===== src/rtl/mem_port_arbiter.sv =====
// Single-port memory arbiter: shares one memory between the IF fetch port and the
// MEM data port through an IDLE/ISSUE/WAIT sequencer, with starvation guard and fetch flush.
module mem_port_arbiter #(
    parameter int STARVE_LIMIT = 4
) (
    input  logic        clk,
    input  logic        reset,
    input  logic        if_req,
    input  logic [11:0] if_addr,
    output logic [15:0] if_rdata,
    output logic        if_ready,
    input  logic        dm_req,
    input  logic        dm_we,
    input  logic [11:0] dm_addr,
    input  logic [15:0] dm_wdata,
    output logic [15:0] dm_rdata,
    output logic        dm_ready,
    input  logic        flush,
    output logic        stall,
    output logic        mem_en,
    output logic        mem_we,
    output logic [11:0] mem_addr,
    output logic [15:0] mem_wdata,
    input  logic [15:0] mem_rdata
);
    localparam logic [3:0] LIMIT = 4'(STARVE_LIMIT);

    typedef enum logic [1:0] {IDLE, ISSUE, WAIT} state_t;
    typedef enum logic {OWN_IF, OWN_DM} owner_t;

    state_t     state, state_nxt;
    owner_t     owner;
    logic [3:0] streak;
    logic       if_kill;
    logic       grant_if, grant_dm;

    // IF only beats a pending DM request once DM has used up its streak allowance.
    always_comb begin
        grant_if = 1'b0;
        grant_dm = 1'b0;
        if (state == IDLE) begin
            grant_if = if_req && !flush && (!dm_req || streak == LIMIT);
            grant_dm = dm_req && !grant_if;
        end
    end

    always_ff @(posedge clk or posedge reset) begin
        if (reset) state <= IDLE;
        else       state <= state_nxt;
    end

    always_comb begin
        state_nxt = state;
        case (state)
            IDLE:    if (grant_if || grant_dm) state_nxt = ISSUE;
            ISSUE:   state_nxt = mem_we ? IDLE : WAIT;
            WAIT:    state_nxt = IDLE;
            default: state_nxt = IDLE;
        endcase
    end

    always_ff @(posedge clk or posedge reset) begin
        if (reset) begin
            owner     <= OWN_IF;
            streak    <= 4'd0;
            if_kill   <= 1'b0;
            mem_en    <= 1'b0;
            mem_we    <= 1'b0;
            mem_addr  <= 12'd0;
            mem_wdata <= 16'd0;
            if_ready  <= 1'b0;
            dm_ready  <= 1'b0;
            if_rdata  <= 16'd0;
            dm_rdata  <= 16'd0;
        end else begin
            mem_en   <= 1'b0;
            if_ready <= 1'b0;
            dm_ready <= 1'b0;
            case (state)
                IDLE: begin
                    if (grant_if || grant_dm) begin
                        owner     <= grant_dm ? OWN_DM : OWN_IF;
                        if_kill   <= 1'b0;
                        mem_en    <= 1'b1;
                        mem_we    <= grant_dm && dm_we;
                        mem_addr  <= grant_dm ? dm_addr : if_addr;
                        mem_wdata <= grant_dm ? dm_wdata : mem_wdata;
                    end
                    if (grant_if)
                        streak <= 4'd0;
                    else if (grant_dm) begin
                        if (!if_req)             streak <= 4'd0;
                        else if (streak != LIMIT) streak <= streak + 4'd1;
                    end
                end
                ISSUE: begin
                    mem_we <= 1'b0;
                    if (mem_we) dm_ready <= 1'b1;
                    if (owner == OWN_IF && flush) if_kill <= 1'b1;
                end
                WAIT: begin
                    // A fetch flushed at any point in flight still finishes its memory
                    // access but must not deliver the stale instruction.
                    if (owner == OWN_DM) begin
                        dm_rdata <= mem_rdata;
                        dm_ready <= 1'b1;
                    end else if (!(if_kill || flush)) begin
                        if_rdata <= mem_rdata;
                        if_ready <= 1'b1;
                    end
                end
                default: ;
            endcase
        end
    end

    assign stall = (if_req && !if_ready) || (dm_req && !dm_ready);

endmodule


===== config.mk =====
export PLATFORM = sky130hd
export DESIGN_NAME = mem_port_arbiter
export DESIGN_NICKNAME = d
export VERILOG_FILES = /design/src/rtl/mem_port_arbiter.sv
export SDC_FILE = /design/constraint.sdc
export NUM_CORES = 1
export LEC_CHECK = 0
export BUFFER_PORTS_ARGS = -buffer_cell sky130_fd_sc_hd__buf_2
export CAP_MARGIN = 20
export CORE_ASPECT_RATIO = 0.8
export CORE_MARGIN = 5
export CORE_UTILIZATION = 54
export CTS_BUF_LIST = sky130_fd_sc_hd__clkbuf_4
export CTS_CLUSTER_SIZE = 12
export DETAILED_ROUTE_END_ITERATION = 10
export GPL_ROUTABILITY_DRIVEN = 1
export GPL_TIMING_DRIVEN = 0
export HOLD_SLACK_MARGIN = 0.03
export PLACE_DENSITY = 0.88
export SLEW_MARGIN = 20
export SYNTH_ARGS = -nofsm -noshare
export SYNTH_HDL_FRONTEND = slang
export SYNTH_SLANG_ARGS = --single-unit

===== constraint.sdc =====
create_clock -name clk -period 6.2 [get_ports clk]
set_clock_uncertainty 0.15 [all_clocks]
set_input_delay 0.62 -clock clk [delete_from_list [all_inputs] [get_ports clk]]
set_output_delay 0.62 -clock clk [all_outputs]
set_load 0.005 [all_outputs]

==> results of run 1 <==
==> metal layers <==
| layer | routed length (microns) | share of wire | track usage |
|---|---|---|---|
| met5 | 0 | 0 | 0 |
| met3 | 656 | 0.088 | 0.0793 |
| met1 | 3030 | 0.41 | 0.263 |
| met2 | 3650 | 0.49 | 0.357 |
| met4 | 107 | 0.014 | 0.0668 |
==> worst max-delay path, cell delays in order (launching register included) <==
cell and delay [ns]:
dfrtp_1 0.42, inv_1 0.10, ha_1 0.18, nor4b_4 0.55
buf_6 0.24, mux2_2 0.35
==> power by group through the flow <==
stage	registers [uW]	logic (uW)	clock network, uW
floorplan	844	471	0
global placement	826	790	0
detailed placement	836	831	0
CTS	830	830	335
global route	861	902	360
finish	831	818	327
==> cell families (layout without fill, tap and decap cells) <==
group / count (synthesis) / after routing
flops: 72 / 72
buf+inv: 21 / 164
fa+ha+maj: 5 / 5
compound gates: 54 / 54
simple gates: 35 / 35
mux: 48 / 48
==> registers in the layout, summed over array words and instances (netlist names) <==
register and cells:
if_ready 1, owner 1, state 2, dm_rdata 16, mem_wdata 16, mem_we 1
dm_ready 1, if_rdata 16, mem_en 1, streak 4, mem_addr 12, if_kill 1
==> area by class of cell <==
type	count	area (sq um)
tap	78	97.6
buffer	11	67.6
sequential	72	1800
clock inverter	6	83.8
timing repair buffer	127	656
clock buffer	10	75.1
fill	396	1490
multi-input combinational	142	1250
inverter	10	40.0
==> final timing paths <==
path	startpoint	end	cells after the start
min in group asynchronous	reset	dm_rdata[7]$_DFFE_PP0P_	3
max reg2reg	state[0]$_DFFE_PP0P_	if_rdata[15]$_DFFE_PP0P_	5
min reg2reg	mem_wdata[10]$_DFFE_PP0P_	mem_wdata[10]$_DFFE_PP0P_	1
min	dm_wdata[5]	mem_wdata[5]$_DFFE_PP0P_	2
max	state[0]$_DFFE_PP0P_	if_rdata[15]$_DFFE_PP0P_	5
max in group asynchronous	reset	mem_addr[2]$_DFFE_PP0P_	4
==> metrics by stage <==
step / total power (uW) / area [sq um]
after floorplan: 1320 / 3150
after global placement: 1620 / 3880
after detailed placement: 1670 / 3900
after CTS: 2000 / 4070
after global routing: 2120 / 4070
final: 1980 / 4070
==> Yosys cell counts (all sizes together), types with 2 or more instances <==
master	n
clkbuf	2
and2	2
ha	5
inv	10
o21ai	6
nor2	15
a21oi	12
dfrtp	72
o22ai	12
o31ai	2
nand2	7
a21boi	2
buf	9
mux2	48
a31oi	3
nand3b	2
o221a	12
nand3	3
==> results.ini, run 1 <==
[global_routing]
grt_max_degree=44
grt_pass1_wl_mm=12.6
antenna_found_initial=0
grt-ovfl-total=0
grt_use_total=0.216
grt_pass1_vias=2697

[die]
die_x_microns=95.5
io_pins=127
dieArea_sq_um=7480
chipHeight_microns=78.4
start_util=0.568
design.core.area_sq_um=5560
rows=24

[critical_path]
worstSetupPathType=reg2reg
worstPathArrival_ns=2.26
crit_path_start_kind=flop
critPathMaxFanout=10
crit_required_ns=6.36
end_kind=flop
r2r_setup_slack_ns=4.10

[yosys]
yosys-top-cells-area=dfrtp_1, mux2_2, mux2_4, o221a_2, o22ai_1
syn_nets=302
synth_seq_cells=72
synth_top_family_by_area=multiplexers
synth_ff_type=dfrtp_1
avgSynthCellArea_sq_um=13.4
synth-simple-area-share=0.0655
syn_inst=235
synth_top_area_share=0.571
synth-compound-area-share=0.128
synth-edff-count=0
synthAdderAreaFrac=0.0198
synth-seq-area-share=0.571
synthXorXnorAreaFrac=0
yosysTopAreaCell=dfrtp_1
synth_mux_area_frac=0.182
syn_area_sq_um=3150
synth-warning-count=0
netlist-cell-type-count=35
synthArstFlopShare=1.00

[final_layout]
layoutNonFillerInstCount=456
nets=440
final_util=0.732
layout_common_cells=buf_2, dfrtp_1, mux2_2, nor2_1
final_common_cell=buf_2
syn2layout_area_growth_pct=29.0
drive_above_1_share=0.577
diodes=0

[clock_tree]
clk_pin_slew_ns=0.11
numCtsBuffers=9
cts_tree=done
postCtsHoldBufs=1
clock_path_buffers=2
cts-resized-gates=0
clock-sinks=72
postCtsSetupBuffers=0
clkLatencyLatePin_ns=0.41
cts_max_level=3
cts_root_buf=clkbuf_4

[timing]
rsz0062_at_grt=no
fin_ws_ns=4.10
worstMarginPinSlew_ns=0.633
whs_ns=0.277
setup_tns_ns=0
period_share=0.339
fmax_mhz=476
setup_viol=0
max-slew-margin-rel=0.576
period_minus_slack_ns=2.10
final_hold_viol_count=0
slew_viol_final=0

[routing]
wl_per_cell_microns=16.3
dr.pass1.iters=5
drc=0
drt-initial-drc-count=167
vias=2456
via_per_inst=5.39
wl_mm=7.45
drt.antenna.violating_nets=0

[placement]
hpwl_mm=5.64
io_buffers=125
place_ws_ns=3.97
placed_cells=439
place_congestion=0.813

[pwr]
swShare=0.330
pwr-share-comb=0.414
clkPwrFrac=0.166
vdd_drop_max_mv=0.282
p_leak_uw=0.00204
power.internal_uw=1320
seqPwrFrac=0.420
power_density_nw_per_um2=486
p_sw_uw=652

[hold_path]
hp-class=in2reg

[flow_run]
drv_cap=0

[run_status]
status=completed

(Power assumes the default switching activity.)
==> inputs of run 2 (changes only) <==
Settings changed: CORE_UTILIZATION 54 to 50, PLACE_DENSITY 0.88 to 0.82.
Clock period 6.2 ns to 2.1 ns, I/O delays scaled along.
==> run 2 against run 1 <==
Clock-buffer cell count did not move. Cell count rose by 14%. Maximum frequency rose by 4.6%. Worst hold slack got worse by 0.22 ns. Utilization rose by 4.8 points. Flip-flop and latch count did not move. Wire length rose by 22%. Die area rose by 7.0%. Critical endpoint is now mem_addr[2]$_DFFE_PP0P_.
==> results.ini, run 2 (same netlist as run 1, synthesis figures left out) <==
[pwr]
vdd_drop_max_mv=0.793  ; was 0.282 mV
power_density_nw_per_um2=1270  ; was 486 nW/um^2
p_leak_uw=0.00230  ; was 0.00204 uW

[routing]
wl_per_cell_microns=17.5  ; was 16.3 microns
via_per_inst=5.37  ; was 5.39
dr.pass1.iters=5  ; unchanged
wl_mm=9.08  ; was 7.45 mm
vias=2790  ; was 2,456
drt-initial-drc-count=105  ; was 167
drt.antenna.violating_nets=0  ; unchanged
drc=0  ; unchanged

[run_status]
status=completed  ; unchanged

[critical_path]
reg2reg_to=mem_addr[2]$_DFFE_PP0P_  ; was if_rdata[15]$_DFFE_PP0P_
worstSetupPathType=reg2reg  ; unchanged
crit_buf_inv=3  ; was 2
crit_family=compound AO/OA/AOI/OAI gates  ; was simple AND/OR/NAND/NOR gates
end_kind=flop  ; unchanged
critPathMaxFanout=10  ; unchanged
worstReg2RegStart=state[0]$_DFFE_PP0P_  ; unchanged
max_stage_delay_ns=0.40  ; was 0.55 ns
crit_required_ns=2.31  ; was 6.36 ns
cp_slowest_cell=dfrtp_1  ; was nor4b_4
r2r_setup_slack_ns=0.09  ; was 4.10 ns
worstPathArrival_ns=2.22  ; was 2.26 ns
crit_path_start_kind=flop  ; unchanged
crit_path_cell_trace=inv_1 > ha_1 > buf_2 > nand2_1 > clkbuf_4 > o22ai_1 > a21oi_1 > o221a_2  ; was inv_1 > ha_1 > nor4b_4 > buf_6 > mux2_2
rr_worst_depth=8  ; was 5

[die]
die_x_microns=98.8  ; was 95.5 microns
chipHeight_microns=81.0  ; was 78.4 microns
start_util=0.525  ; was 0.568
io_pins=127  ; unchanged
rows=25  ; was 24
dieArea_sq_um=8010  ; was 7480 sq um
design.core.area_sq_um=6010  ; was 5560 sq um

[final_layout]
final_common_cell=buf_2  ; unchanged
syn2layout_area_growth_pct=48.6  ; was 29.0%
diodes=0  ; unchanged
drive_above_1_share=0.508  ; was 0.577
layout_common_cells=buf_2, dfrtp_1, dlygate4sd3_1, mux2_2, nor2_1  ; was buf_2, dfrtp_1, mux2_2, nor2_1
top_regs=dm_rdata: 16 flops, if_rdata: 16 flops, mem_wdata: 16 flops  ; unchanged
nets=501  ; was 440

[timing]
rsz0062_at_grt=no  ; unchanged
final_hold_viol_count=0  ; unchanged
whs_ns=0.0517  ; was 0.277 ns
period_minus_slack_ns=2.01  ; was 2.10 ns
worstMarginPinSlew_ns=0.583  ; was 0.633 ns
setup_tns_ns=0  ; unchanged
period_share=0.956  ; was 0.339
fmax_mhz=498  ; was 476 MHz
max-slew-margin-rel=0.611  ; was 0.576
slew_viol_final=0  ; unchanged
setup_viol=0  ; unchanged

[clock_tree]
clkLatencyLatePin_ns=0.43  ; was 0.41 ns
clk_pin_slew_ns=0.12  ; was 0.11 ns
numCtsBuffers=9  ; unchanged
cts_root_buf=clkbuf_4  ; unchanged
cts_max_level=3  ; unchanged
cts_tree=done  ; unchanged
clock-sinks=72  ; unchanged
clock_path_buffers=2  ; unchanged

[global_routing]
grt_use_total=0.238  ; was 0.216
gr-usage-met2=0.396  ; was 0.357
top_usage_layer=met2  ; unchanged
grtUsageMet1=0.275  ; was 0.263
met3_usage=0.0944  ; was 0.0793
grt_max_degree=28  ; was 44
antenna_found_initial=0  ; unchanged
grt_pass1_wl_mm=14.9  ; was 12.6 mm
grt_pass1_vias=3042  ; was 2,697
grt-ovfl-total=0  ; unchanged

[hold_path]
min_to=if_kill$_DFFE_PP0P_  ; was mem_wdata[5]$_DFFE_PP0P_
holdPathStages=3  ; was 2
hp-class=in2reg  ; unchanged
hp-start=flush  ; was dm_wdata[5]

[placement]
hpwl_mm=5.84  ; was 5.64 mm
place_congestion=0.770  ; was 0.813
io_buffers=125  ; unchanged

[flow_run]
drv_cap=0  ; unchanged

-- run 2: cell count changes in the layout (fill, tap and decap cells not counted), sizes merged --
| cell | previous run | this run |
|---|---|---|
| dlygate4sd3 | 1 | 59 |
| buf | 135 | 137 |
| bufinv | 2 | 1 |
| clkbuf | 12 | 13 |
| clkinv | 2 | 3 |
-- run 2: cell type report --
type                    instances  area, sq um
repair buffers                188         1280
clock buffers                  10         75.1
plain buffers                  11         71.3
multi-input cells             142         1250
flip-flops and latches         72         1800
clock inverters                 6         68.8
inverters                      10         41.3
well taps                      81          101
fillers                       395         1320
-- run 2: worst max path at each step --
stage	slack [ns]	endpoint	cells past startpoint	start
floorplan	0.30	if_rdata[0]$_DFFE_PP0P_	5	state[0]$_DFFE_PP0P_
global placement	0.04	if_rdata[7]$_DFFE_PP0P_	5	state[0]$_DFFE_PP0P_
detailed placement	0.004	if_rdata[7]$_DFFE_PP0P_	5	state[0]$_DFFE_PP0P_
CTS	0.1	mem_wdata[0]$_DFFE_PP0P_	6	streak[0]$_DFFE_PP0P_
global route	0.01	mem_wdata[0]$_DFFE_PP0P_	6	streak[0]$_DFFE_PP0P_
finish	0.09	mem_addr[2]$_DFFE_PP0P_	8	state[0]$_DFFE_PP0P_
-- run 2: repair_timing --
| item | 4_1_cts | 5_1_grt |
|---|---|---|
| endpoints found under the hold margin | 88 | 0 |
| endpoints found under the setup margin | 9 | 2 |
| hold buffers | 59 | 0 |
| resized for setup | 0 | 3 |
| buffers inserted | 2 | 0 |
-- run 2: tightest hold or removal path, cell delays in order --
cell	delay (ns)
buf_2	0.15
a31oi_1	0.17
nor2_1	0.05
-- run 2: metrics by stage --
step,setup slack [ns],power [uW],utilization,instances,cell area (sq um)
finish,0.0919,5940,0.780,520,4690
detailed placement,0.00379,4930,0.655,443,3930
global route,0.0138,6350,0.780,520,4690
CTS,0.0972,5920,0.780,520,4680
global placement,0.0397,4780,0.647,441,3880
floorplan,0.299,3880,-,235,3160
-- run 2: per-layer routing --
metal / part of all wire / wire [microns] / vias up
li1: - / - / 1263
met5: 0 / 0 / -
met1: 0.39 / 3570 / 1381
met2: 0.49 / 4470 / 123
met4: 0.024 / 220 / 0
met3: 0.090 / 821 / 23
-- run 2: power breakdown --
group	total, uW	internal (uW)	leakage (uW)	switching (uW)
sequential	2460	2050	0.000880	408
combinational	2580	1460	0.00135	1130
clock	901	382	0.0000770	519
==> inputs of run 3 (changes only) <==
Settings changed: ABC_AREA set to 1, CORE_UTILIZATION 50 to 54, PLACE_DENSITY 0.82 to 0.88, REMOVE_ABC_BUFFERS set to 1.
Clock period 2.1 ns to 2.4 ns, I/O delays scaled along.
==> run 3 against run 2 <==
Non-clock buffer count is 13 lower. Clock-buffer cell count unchanged. Register-to-register slack improved by 0.14 ns. Flip-flop and latch count unchanged. Worst hold slack better by 0.020 ns. Die area down 6.6%. First-iteration DRC count increased by 130%. Design area is 2.2% lower. Worst setup slack better by 0.14 ns. Combinational power is 26% lower. Cell count is 19% higher. Via count grew 15%. Largest power group is now sequential cells. Highest routed layer unchanged.
==> results.ini, run 3 <==
[timing]
rsz0062_at_grt=no  ; unchanged
fmax_mhz=461  ; was 498 MHz
period_share=0.904  ; was 0.956
final_hold_viol_count=0  ; unchanged
period_minus_slack_ns=2.17  ; was 2.01 ns
worstMarginPinSlew_ns=1.01  ; was 0.583 ns
setup_viol=0  ; unchanged
slew_viol_final=0  ; unchanged
max-slew-margin-rel=0.325  ; was 0.611

[final_layout]
final_common_cell=buf_2  ; unchanged
layout_common_cells=buf_2, nand2_1, dfrtp_1, dlygate4sd3_1, o21ai_0  ; was buf_2, dfrtp_1, dlygate4sd3_1, mux2_2, nor2_1
syn2layout_area_growth_pct=45.2  ; was 48.6%
nets=601  ; was 501
drive_above_1_share=0.280  ; was 0.508
final_util=0.825  ; was 0.780
layoutNonFillerInstCount=618  ; was 520
top_regs=dm_rdata: 16 flops, if_rdata: 16 flops, mem_wdata: 16 flops  ; unchanged

[pwr]
p_leak_uw=0.00251  ; was 0.00230 uW
power.internal_uw=3040  ; was 3890 uW
p_sw_uw=1850  ; was 2050 uW
clkPwrFrac=0.173  ; was 0.152
power_uw=4880  ; was 5940 uW
seqPwrFrac=0.436  ; was 0.414
pwr-share-comb=0.391  ; was 0.435
vdd_drop_max_mv=0.678  ; was 0.793 mV
swShare=0.378  ; was 0.346
power_density_nw_per_um2=1070  ; was 1270 nW/um^2

[clock_tree]
clkLatencyLatePin_ns=0.40  ; was 0.43 ns
clk_pin_slew_ns=0.11  ; was 0.12 ns
numCtsBuffers=9  ; unchanged
cts_max_level=3  ; unchanged
clock-sinks=72  ; unchanged
clock_path_buffers=2  ; unchanged
cts_tree=done  ; unchanged
cts_root_buf=clkbuf_4  ; unchanged

[yosys]
syn_area_sq_um=3160  ; was 3150 sq um
synth-edff-count=0  ; unchanged
netlist-cell-type-count=27  ; was 35
avgSynthCellArea_sq_um=8.94  ; was 13.4 sq um
synth-seq-area-share=0.571  ; about the same
synth_top_area_share=0.571  ; about the same
yosys-top-cells-count=nand2_1, dfrtp_1, o21ai_0, inv_1, nand3b_1  ; was dfrtp_1, mux2_2, nor2_1
synth_seq_cells=72  ; unchanged
yosysMostFrequentCell=nand2_1  ; was dfrtp_1
synth-warning-count=0  ; unchanged
synth_ff_type=dfrtp_1  ; unchanged
yosysTopAreaCell=dfrtp_1  ; unchanged
synthArstFlopShare=1.00  ; unchanged
syn_inst=353  ; was 235
yosys-top-cells-area=dfrtp_1, nand2_1, o21ai_0, nand3b_1, inv_1  ; was dfrtp_1, mux2_2, mux2_4, o221a_2, o22ai_1

[global_routing]
antenna_found_initial=0  ; unchanged
grt-ovfl-total=0  ; unchanged
grt_use_total=0.264  ; was 0.238
grt_pass1_vias=3192  ; was 3,042
grt_pass1_wl_mm=15.4  ; was 14.9 mm
grt_max_degree=44  ; was 28

[critical_path]
critPathMaxFanout=34  ; was 10
end_kind=flop  ; unchanged
crit_path_start_kind=flop  ; unchanged
r2r_setup_slack_ns=0.23  ; was 0.09 ns
crit_end=mem_wdata[0]$_DFFE_PP0P_  ; was mem_addr[2]$_DFFE_PP0P_
crit_required_ns=2.59  ; was 2.31 ns
worstPathArrival_ns=2.36  ; was 2.22 ns
rr_worst_depth=7  ; was 8
crit_start=state[0]$_DFFE_PP0P_  ; unchanged
worstReg2RegStart=state[0]$_DFFE_PP0P_  ; unchanged
reg2reg_to=mem_wdata[0]$_DFFE_PP0P_  ; was mem_addr[2]$_DFFE_PP0P_
worstSetupPathType=reg2reg  ; unchanged

[placement]
place_congestion=0.800  ; was 0.770
io_buffers=126  ; was 125
placed_cells=542  ; was 443
hpwl_mm=5.57  ; was 5.84 mm

[die]
die_x_microns=95.5  ; was 98.8 microns
dieArea_sq_um=7480  ; was 8010 sq um
start_util=0.568  ; was 0.525
io_pins=127  ; unchanged
chipHeight_microns=78.4  ; was 81.0 microns
rows=24  ; was 25
design.core.area_sq_um=5560  ; was 6010 sq um

[hold_path]
holdPathStages=5  ; was 3
hp-class=in2reg  ; unchanged

[routing]
vias=3213  ; was 2,790
drt.antenna.violating_nets=0  ; unchanged
via_per_inst=5.20  ; was 5.37
wl_per_cell_microns=15.5  ; was 17.5 microns
drt-initial-drc-count=239  ; was 105
drc=0  ; unchanged
wl_mm=9.61  ; was 9.08 mm
dr.pass1.iters=5  ; unchanged

[run_status]
status=completed  ; unchanged

[flow_run]
drv_cap=0  ; unchanged

==> run 3: per-stage QoR <==
step / setup TNS (ns) / setup slack, ns / hold WS (ns) / instance area (sq um)
floorplan: 0 / 0.185 / 0.235 / 3070
global placement: -46.16 / -0.607 / 0.299 / 3800
detailed placement: -3.50 / -0.241 / 0.113 / 3820
CTS: 0 / 0.287 / 0.0441 / 4580
global route: 0 / 0.124 / 0.0572 / 4580
finish: 0 / 0.231 / 0.0721 / 4580
==> run 3: how the worst min path moves through the flow <==
| stage | from | slack [ns] | to |
|---|---|---|---|
| 4_1_cts | if_req | 0.04 | streak[3]$_DFFE_PP0P_ |
| 3_3_place_gp | mem_wdata[9]$_DFFE_PP0P_ | 0.30 | mem_wdata[9]$_DFFE_PP0P_ |
| 6_report | if_req | 0.07 | streak[3]$_DFFE_PP0P_ |
| 2_1_floorplan | dm_wdata[0] | 0.23 | mem_wdata[0]$_DFFE_PP0P_ |
| 5_1_grt | if_req | 0.06 | streak[1]$_DFFE_PP0P_ |
| 3_5_place_dp | reset | 0.11 | mem_addr[1]$_DFFE_PP0P_ |
==> run 3: cell type report <==
type | count | area [sq um]
flip-flops and latches | 72 | 1800
repair buffers | 186 | 1240
multi-input cells | 230 | 1140
fillers | 346 | 973
inverters | 35 | 135
well taps | 78 | 97.6
clock inverters | 6 | 83.8
clock buffers | 10 | 75.1
diodes | 1 | 2.50
==> run 3: metal layers <==
layer  up-vias  wire, microns  global-route usage
met5         -              0                   0
met4         0            211              0.0938
met3        23            633              0.0660
met2       161           5130               0.459
met1      1535           3630               0.319
li1       1494              -                   -
==> run 3: power groups by stage <==
stage | clock network (uW) | logic [uW] | registers (uW)
after detailed placement | 0 | 1800 | 2110
final | 846 | 1910 | 2130
after global routing | 915 | 2140 | 2190
after floorplan | 0 | 864 | 2150
after CTS | 856 | 1870 | 2100
after global placement | 0 | 1700 | 2090
==> run 3: what timing repair did <==
action,CTS,global route
buffers inserted,0,0
hold endpoints to repair,112,0
resized for setup,2,0
setup endpoints to repair,16,0
hold buffers,59,0
==> run 3: worst max-delay path, cell delays in order, from the launching register on <==
cell and delay (ns):
dfrtp_1 0.37, inv_1 0.08, ha_1 0.27, nand2_1 0.17, clkinv_2 0.42, nand2_2 0.46, nand2_1 0.11, nand2_1 0.07
==> run 3: cell families after synthesis <==
| family | share of synthesized area |
|---|---|
| adder cells (fa/ha/maj) | 0.0198 |
| flip-flops | 0.571 |
| buffers and inverters | 0.0678 |
| AO/OA/AOI/OAI | 0.0730 |
| AND/OR/NAND/NOR | 0.268 |
